<file path="src/rtl/cac_settings_arbiter.sv">
// cac_settings_arbiter
//   Shares the communication-and-control settings RAM between port A (UART
//   command channel) and port B (debug/local control). Each request is a single
//   word read or write. Arbitration is round-robin. The last-served port loses
//   a tie, so a waiting port is always served next.
//
//   Build option: define CAC_ARB_WPROT_EN to reject writes to the low
//   ROM_LENGTH words. Reads of that range are still allowed. Without the macro,
//   ROM_LENGTH has no effect.
//
//   Ports
//     clk_cac, rstb_cac             clock, asynchronous active-low reset
//     a_req/a_we/a_addr/a_wdata     port A request; req is held until a_ack
//     a_ack/a_err/a_rdata           port A one-cycle completion, error, read data
//     b_*                           same set for port B
//     mem_en/mem_we/mem_addr/mem_wdata  RAM strobe (one cycle) and command
//     mem_rdata                     RAM read data, MEM_RD_LAT cycles after mem_en
//     busy                          high whenever the FSM is not idle
module cac_settings_arbiter #(
   parameter int ADDR_WIDTH = 8,
   parameter int DATA_WIDTH = 16,
   parameter int RAM_LENGTH = 64,
   parameter int ROM_LENGTH = 8,
   parameter int MEM_RD_LAT = 1
) (
   input  logic                  clk_cac,
   input  logic                  rstb_cac,
   input  logic                  a_req,
   input  logic                  a_we,
   input  logic [ADDR_WIDTH-1:0] a_addr,
   input  logic [DATA_WIDTH-1:0] a_wdata,
   output logic                  a_ack,
   output logic                  a_err,
   output logic [DATA_WIDTH-1:0] a_rdata,
   input  logic                  b_req,
   input  logic                  b_we,
   input  logic [ADDR_WIDTH-1:0] b_addr,
   input  logic [DATA_WIDTH-1:0] b_wdata,
   output logic                  b_ack,
   output logic                  b_err,
   output logic [DATA_WIDTH-1:0] b_rdata,
   output logic                  mem_en,
   output logic                  mem_we,
   output logic [ADDR_WIDTH-1:0] mem_addr,
   output logic [DATA_WIDTH-1:0] mem_wdata,
   input  logic [DATA_WIDTH-1:0] mem_rdata,
   output logic                  busy
);

   typedef enum logic [1:0] {IDLE, ISSUE, WAIT, ACK} state_t;

   // Comparisons use one extra bit, so RAM_LENGTH may equal 2**ADDR_WIDTH.
   localparam logic [ADDR_WIDTH:0] RAM_LEN_W = (ADDR_WIDTH+1)'(RAM_LENGTH);
   localparam logic [ADDR_WIDTH:0] ROM_LEN_W = (ADDR_WIDTH+1)'(ROM_LENGTH);
   localparam logic [1:0]          LAT_LAST  = 2'(MEM_RD_LAT - 1);
`ifdef CAC_ARB_WPROT_EN
   localparam bit WPROT_EN = 1'b1;
`else
   localparam bit WPROT_EN = 1'b0;
`endif

   state_t                state;
   logic                  gnt_b;      // granted port: 0 = A, 1 = B
   logic                  rr_last_b;  // last granted port: 0 = A, 1 = B
   logic [1:0]            wait_cnt;

   logic                  sel_b;
   logic                  sel_we;
   logic [ADDR_WIDTH-1:0] sel_addr;
   logic [DATA_WIDTH-1:0] sel_wdata;
   logic                  reject;

   // B wins if it is the only requester, or if both request and A was served last.
   always_comb begin
      sel_b     = b_req & (~a_req | ~rr_last_b);
      sel_we    = sel_b ? b_we    : a_we;
      sel_addr  = sel_b ? b_addr  : a_addr;
      sel_wdata = sel_b ? b_wdata : a_wdata;
      reject    = ({1'b0, sel_addr} >= RAM_LEN_W) |
                  (WPROT_EN & sel_we & ({1'b0, sel_addr} < ROM_LEN_W));
   end

   assign busy = (state != IDLE);

   // The mem_we/mem_addr/mem_wdata registers also hold the granted command
   // until the access completes.
   always_ff @(posedge clk_cac or negedge rstb_cac) begin
      if (!rstb_cac) begin
         state     <= IDLE;
         gnt_b     <= 1'b0;
         rr_last_b <= 1'b1;
         wait_cnt  <= '0;
         mem_en    <= 1'b0;
         mem_we    <= 1'b0;
         mem_addr  <= '0;
         mem_wdata <= '0;
         a_ack     <= 1'b0;
         a_err     <= 1'b0;
         a_rdata   <= '0;
         b_ack     <= 1'b0;
         b_err     <= 1'b0;
         b_rdata   <= '0;
      end else begin
         mem_en  <= 1'b0;
         a_ack   <= 1'b0;
         a_err   <= 1'b0;
         a_rdata <= '0;
         b_ack   <= 1'b0;
         b_err   <= 1'b0;
         b_rdata <= '0;
         case (state)
            IDLE: begin
               if (a_req || b_req) begin
                  gnt_b     <= sel_b;
                  rr_last_b <= sel_b;
                  if (reject) begin
                     // Rejected accesses skip the RAM and complete on the next cycle.
                     state <= ACK;
                     if (sel_b) begin
                        b_ack <= 1'b1;
                        b_err <= 1'b1;
                     end else begin
                        a_ack <= 1'b1;
                        a_err <= 1'b1;
                     end
                  end else begin
                     state     <= ISSUE;
                     mem_en    <= 1'b1;
                     mem_we    <= sel_we;
                     mem_addr  <= sel_addr;
                     mem_wdata <= sel_wdata;
                  end
               end
            end
            ISSUE: begin
               state    <= WAIT;
               wait_cnt <= '0;
            end
            WAIT: begin
               if (wait_cnt == LAT_LAST) begin
                  state <= ACK;
                  if (gnt_b) begin
                     b_ack   <= 1'b1;
                     b_rdata <= mem_we ? '0 : mem_rdata;
                  end else begin
                     a_ack   <= 1'b1;
                     a_rdata <= mem_we ? '0 : mem_rdata;
                  end
               end else begin
                  wait_cnt <= wait_cnt + 2'd1;
               end
            end
            ACK:     state <= IDLE;
            default: state <= IDLE;
         endcase
      end
   end

endmodule
</file>
<file path="config.mk">
export PLATFORM = sky130hd
export DESIGN_NAME = cac_settings_arbiter
export DESIGN_NICKNAME = d
export VERILOG_FILES = /design/src/rtl/cac_settings_arbiter.sv
export SDC_FILE = /design/constraint.sdc
export NUM_CORES = 1
export LEC_CHECK = 0
export CAP_MARGIN = 25
export CORE_AREA = 2 2 84 86
export CTS_CLUSTER_DIAMETER = 120
export DETAILED_ROUTE_END_ITERATION = 12
export DIE_AREA = 0 0 86 88
export GPL_ROUTABILITY_DRIVEN = 0
export PLACE_DENSITY = 0.83
export SLEW_MARGIN = 15
export SYNTH_ARGS = -nofsm -noshare
export SYNTH_HDL_FRONTEND = slang
export SYNTH_SLANG_ARGS = --single-unit
</file>
<file path="constraint.sdc">
create_clock -name clk_cac -period 5.79 [get_ports clk_cac]
set_clock_uncertainty 0.1 [all_clocks]
set_input_delay 0.579 -clock clk_cac [delete_from_list [all_inputs] [get_ports clk_cac]]
set_output_delay 0.579 -clock clk_cac [all_outputs]
set_load 0.02 [all_outputs]
</file>
# After elaboration in Yosys (flattened, before gate mapping)

Index checks and enable logic that the tools add are counted.

Bits in registers: 68
Latch bits: 0
RAM bits: 0
ROM bits: 0
Input bits: 70
Output and inout port bits: 63
Logic and storage cells: 69
Memories: 0

$add $sub $neg: 1
$mul: 0
Div/mod/pow operators: 0
Magnitude comparators: 1
Equality and inequality tests: 6
Shift-type cells: 0
Muxes and demuxes: 33
Bitwise logic cells: 5
Reduce and logical (&&, ||, !) cells: 9

Operators by type and width:

| operator                                             | count |
|---|---|
| two-way mux 16 bit                                   | 8 |
| two-way mux 1 bit                                    | 16 |
| >= comparator 8 x 7 -> 1 bit (second input constant) | 1 |
| two-way mux 2 bit                                    | 4 |
| two-way mux 8 bit                                    | 1 |
| case mux 2 bit (4 select lines)                      | 1 |
| != test 2 bit (second input constant)                | 3 |
| AND reduction 2 bit                                  | 3 |
| equality test 2 bit (second input constant)          | 2 |
| zero test 2 bit                                      | 2 |
| case mux 1 bit (2 select lines)                      | 2 |
| case mux 2 bit (2 select lines)                      | 1 |
| nonzero test 2 bit                                   | 2 |
| inverter 1 bit                                       | 3 |
| AND reduction 3 bit                                  | 1 |
| adder 2 x 1 -> 2 bit (second input constant)         | 1 |
| equality test 2 x 1 -> 1 bit (second input constant) | 1 |
| bitwise AND 1 bit                                    | 1 |
| logical OR 1 bit                                     | 1 |
| bitwise OR 1 bit                                     | 1 |

# Longest topological paths before layout

Depth in word-level cells: 8
Depth in mapped cells: 7
Gate-level depth less buffers: 6

# Least setup slack after synthesis

OpenSTA, ideal clock, no wires.

Kind: in2reg
Start point: input port b_req
End point: register mem_wdata[10]
Setup time: 0.125 ns
Arrival: 1.690 ns
Required time: 5.565 ns
Setup slack: 3.875 ns
Cell stages on the path: 6
Buffers on the path: 2
Cells stage by stage: a21boi_2 buf_6 mux2i_4 nor2_8 buf_6 mux2_4

Cells in the longest elaborated chain, start to end: 5
Elaborated cells on any way between the ends: 7
Classes of those cells: order compare: 1; mux: 2; bitwise: 2; reduce/logical: 2

RTL lines:

| what                          | line | text |
|---|---|---|
| start: declaration            | 35   | `input logic b_req,` |
| bitwise AND 1 bit             | 75   | `sel_b = b_req & (~a_req \| ~rr_last_b);` |
| two-way mux 8 bit             | 77   | `sel_addr = sel_b ? b_addr : a_addr;` |
| >= comparator 8 x 7 -> 1 bit  | 79   | `reject = ({1'b0, sel_addr} >= RAM_LEN_W) \|` |
| inverter 1 bit (no line)      | --   |  |
| AND reduction 3 bit (no line) | --   |  |
| end signal: assignment        | 131  | `mem_wdata <= sel_wdata;` |
| end: declaration              | 45   | `output logic [DATA_WIDTH-1:0] mem_wdata,` |

Several ways; a longest one is shown, not always the timed one.
A chain may end at the register's enable or synchronous reset.

# Final worst setup path

Start point: register state[0]
End point: output port busy

Cells in the longest elaborated chain, start to end: 1

RTL lines:

| what                     | line | text |
|---|---|---|
| start: declaration       | 62   | `state_t state;` |
| start signal: assignment | 89   | `state <= IDLE;` |
| start signal: assignment | 118  | `state <= ACK;` |
| start signal: assignment | 127  | `state <= ISSUE;` |
| nonzero test 2 bit       | 83   | `assign busy = (state != IDLE);` |
| end: declaration         | 47   | `output logic busy` |

Every way passes these cells.

==> summary.md <==
| Metric | Value |
|---|---|
| Result of the run | `finished, final reports clean` |
| Maximum number of buffers from clock root to sink | `2` |
| Yosys warning count | `0` |
| Crit path max-delay cell type | `clkdlybuf4s50_1` |
| Total CTS buffers | `9` |
| Initial core utilization | `0.4241` |
| Time the worst path needs with I/O delays and setup | `2.457 ns` |
| Delay of the slowest cell on the worst path | `0.60 ns` |
| Final Cycle Share | `0.4244` |
| Fraction of registers with async set/reset | `1.000` |
| Leakage power figure | `1.916 nW` |
| Most frequent standard cell in the layout excluding fill and tap cells | `clkdlybuf4s50_1` |
| Critical R2R Launch | `state[0]` |
| Top-level I/O count | `133` |
| Synth top area cells | `dfrtp_1 60%, mux2_2 9.2%, mux2_4 5.3%` |
| Wire length of the first global-routing pass | `10,410 um` |
| Max-slew violation total from the final report | `0` |
| Remaining design rule violation count | `0` |
| Maximum VDD drop | `0.0002091 V` |
| Max-cap violations | `0` |
| All-Layer GR Usage | `0.1802` |
| Post-Synthesis Net Count | `287` |
| Number of cells upsized or downsized after cts | `0` |
| Max-slew headroom at the worst pin | `0.4465` |
| Part of the Yosys area used for sequential elements | `0.6044` |
| Starting DRC count in detailed routing | `39` |
| Power per unit of standard cell area | `436.8 mW/mm^2` |
| Unrepaired setup endpoints after global routing | `no` |
| Via count of the first global-routing pass | `2,167` |
| Vias | `2,069` |
| Count of final hold-check violations | `0` |
| Final worst-path setup slack | `3.333 ns` |
| Number of synthesized register bits | `68` |
| Final instance area | `0.004390 sq mm` |
| Maximum fanout encountered on the critical timing path | `8` |
| Ys flop type | `dfrtp_1` |
| Critical path startpoint category | `flip-flop` |
| Total setup buffers inserted after CTS | `0` |
| Share of cells above drive strength 1 | `0.1582` |
| Placement-stage worst setup slack | `2.965 ns` |
| Top-area cell type share of the netlist area | `0.5950` |
| Mean cell area of the mapped netlist | `13.23 sq um` |
| Die Wd | `86 um` |
| Hold WC Path Type | `input pin to asynchronous set/reset pin` |
| Cell area after synthesis | `0.002818 sq mm` |
| Timing startpoint of the critical path | `state[0]` |
| Placed instance count | `418` |
| Final-stage net count | `423` |
| Count of buffers from port buffering | `132` |
| Setup CP Type | `flip-flop to output port` |
| Row Count | `30` |
| Number of enable flip-flop cells after synthesis | `0` |
| Critical Path End Type | `output port` |
| H-tree depth | `3` |
| Die Area | `0.007568 sq mm` |
| DRT Wirelength | `6396 um` |
| Antenna violation net count after detailed routing | `0` |
| Req. time, crit path | `5.11 ns` |
| FMAX | `407.0 MHz` |
| Detailed-router iteration count before antenna repair | `4` |
| Area post-placement | `0.004190 sq mm` |
| Core Footprint | `0.006644 sq mm` |
| Post-Synthesis Cells | `213` |
| Via density | `4.767` |
| Cell breakdown of the critical path | `inv_1 -> ha_1 -> inv_1 -> clkdlybuf4s50_1` |
| Maximum number of pins on one net before global-route repair | `69` |
| Final total negative setup slack | `0 ns` |
| Final non-filler cell total | `434` |
| Placed wire-length estimate after detailed placement | `4651 um` |
| WL/cell | `14.74 um` |
| Most numerous cell on the critical path | `inv_1` |
| Clock root buffer | `clkbuf_8` |
| Kind of cell adding the most delay to the critical path | `buffers and inverters` |
| Actual slew at the worst max-slew pin | `0.8302 ns` |
| Count of distinct cell types in the synthesized netlist | `29` |
| Layout overhead on the synthesized area | `55.82%` |
| Die Y | `88 um` |
| Clock input transition at the sequential cells of the worst setup and hold paths | `0.07 ns` |
| Hold buffer count at cts | `0` |
| Most area-hungry cell type in the Yosys netlist | `dfrtp_1` |
| TritonCTS clock tree | `done` |
| Antenna diode count | `0` |
| Clock latency on the worst-skew pair | `0.34 ns` |
| Final setup viols | `0` |
| Highest-count cells in the layout ignoring fill and taps | `131 x clkdlybuf4s50_1, 67 x dfrtp_1, 37 x nor2_1` |
| Arrival time at the worst endpoint | `1.78 ns` |
| Worst path buffer plus inverter count | `3` |
| Remaining Overflow, GRT | `0` |
| Initial antenna violation count | `0` |
| Sinks on the clock net | `68` |
## layout make-up
class | instances | area (sq um)
well taps | 80 | 100.1
flip-flops and latches | 68 | 1703
inverters | 6 | 22.52
clock inverters | 7 | 76.32
multi-input cells | 130 | 1033
repair buffers | 134 | 1331
clock buffers | 9 | 123.9
fillers | 506 | 2253
## flip-flops by register name, indices dropped and copies added (netlist names), 2 cells and up
register / cells
a_rdata: 16
wait_cnt: 2
mem_wdata: 16
b_rdata: 16
state: 2
mem_addr: 8
## routing by layer
metal / GRT usage / vias to the layer above / wire length, um
met4: 0.07792 / 0 / 57
met5: 0 / - / 0
li1: - / 976 / -
met3: 0.05655 / 5 / 540
met1: 0.2273 / 988 / 2687
met2: 0.2875 / 100 / 3111
## worst paths after layout
| check | endpoint | slack (ns) | depth (start not counted) |
|---|---|---|---|
| hold / removal | mem_wdata[4] | 0.32 | 2 |
| hold reg to reg | mem_addr[0] | 0.39 | 1 |
| max in group asynchronous | mem_addr[6] | 4.70 | 2 |
| setup / recovery | busy | 3.33 | 4 |
| setup reg to reg | mem_wdata[14] | 3.63 | 5 |
| min in group clk_cac | mem_addr[0] | 0.39 | 1 |
## synth_stat cells (2+ instances only)
| cell | instances |
|---|---|
| ha_1 | 4 |
| inv_1 | 6 |
| clkbuf_1 | 3 |
| a21oi_1 | 2 |
| mux2_1 | 13 |
| mux2_4 | 10 |
| o21ai_1 | 2 |
| nand2b_1 | 16 |
| dfrtp_1 | 67 |
| nand2_1 | 5 |
| o31ai_1 | 2 |
| o21ai_0 | 3 |
| nor2b_1 | 3 |
| buf_6 | 3 |
| mux2_2 | 23 |
| nor2_1 | 37 |
| buf_2 | 2 |
## kinds of logic after synthesis
family / count (synthesis) / share of synthesized area
and+or+nand+nor: 65 / 0.1115
DFF: 68 / 0.6044
xor gates and xnor gates: 1 / 0.003109
muxes: 47 / 0.2051
adders and majority gates: 4 / 0.01776
buffers and inverters: 15 / 0.02886
AOI/OAI and AO/OA: 13 / 0.02931
## power by group
| part | internal (W) | leakage [nW] | switching (W) | total (W) |
|---|---|---|---|---|
| clock network | 0.000201 | 0.0958 | 0.000185 | 0.000385 |
| logic | 0.000429 | 0.932 | 0.000401 | 0.000829 |
| registers | 0.000621 | 0.889 | 0.0000817 | 0.000703 |
| total | 0.00125 | 1.92 | 0.000667 | 0.00192 |
## stage by stage
step	util	total power (W)	hold slack, ns
after CTS	0.6608	0.001943	0.3516
after floorplan	-	0.001150	0.1834
after global placement	0.6307	0.001526	0.3681
final	0.6608	0.001918	0.3199
after global routing	0.6608	0.002036	0.4044
after detailed placement	0.6307	0.001548	0.3765
Note: power is estimated with default switching activity, not from simulation.
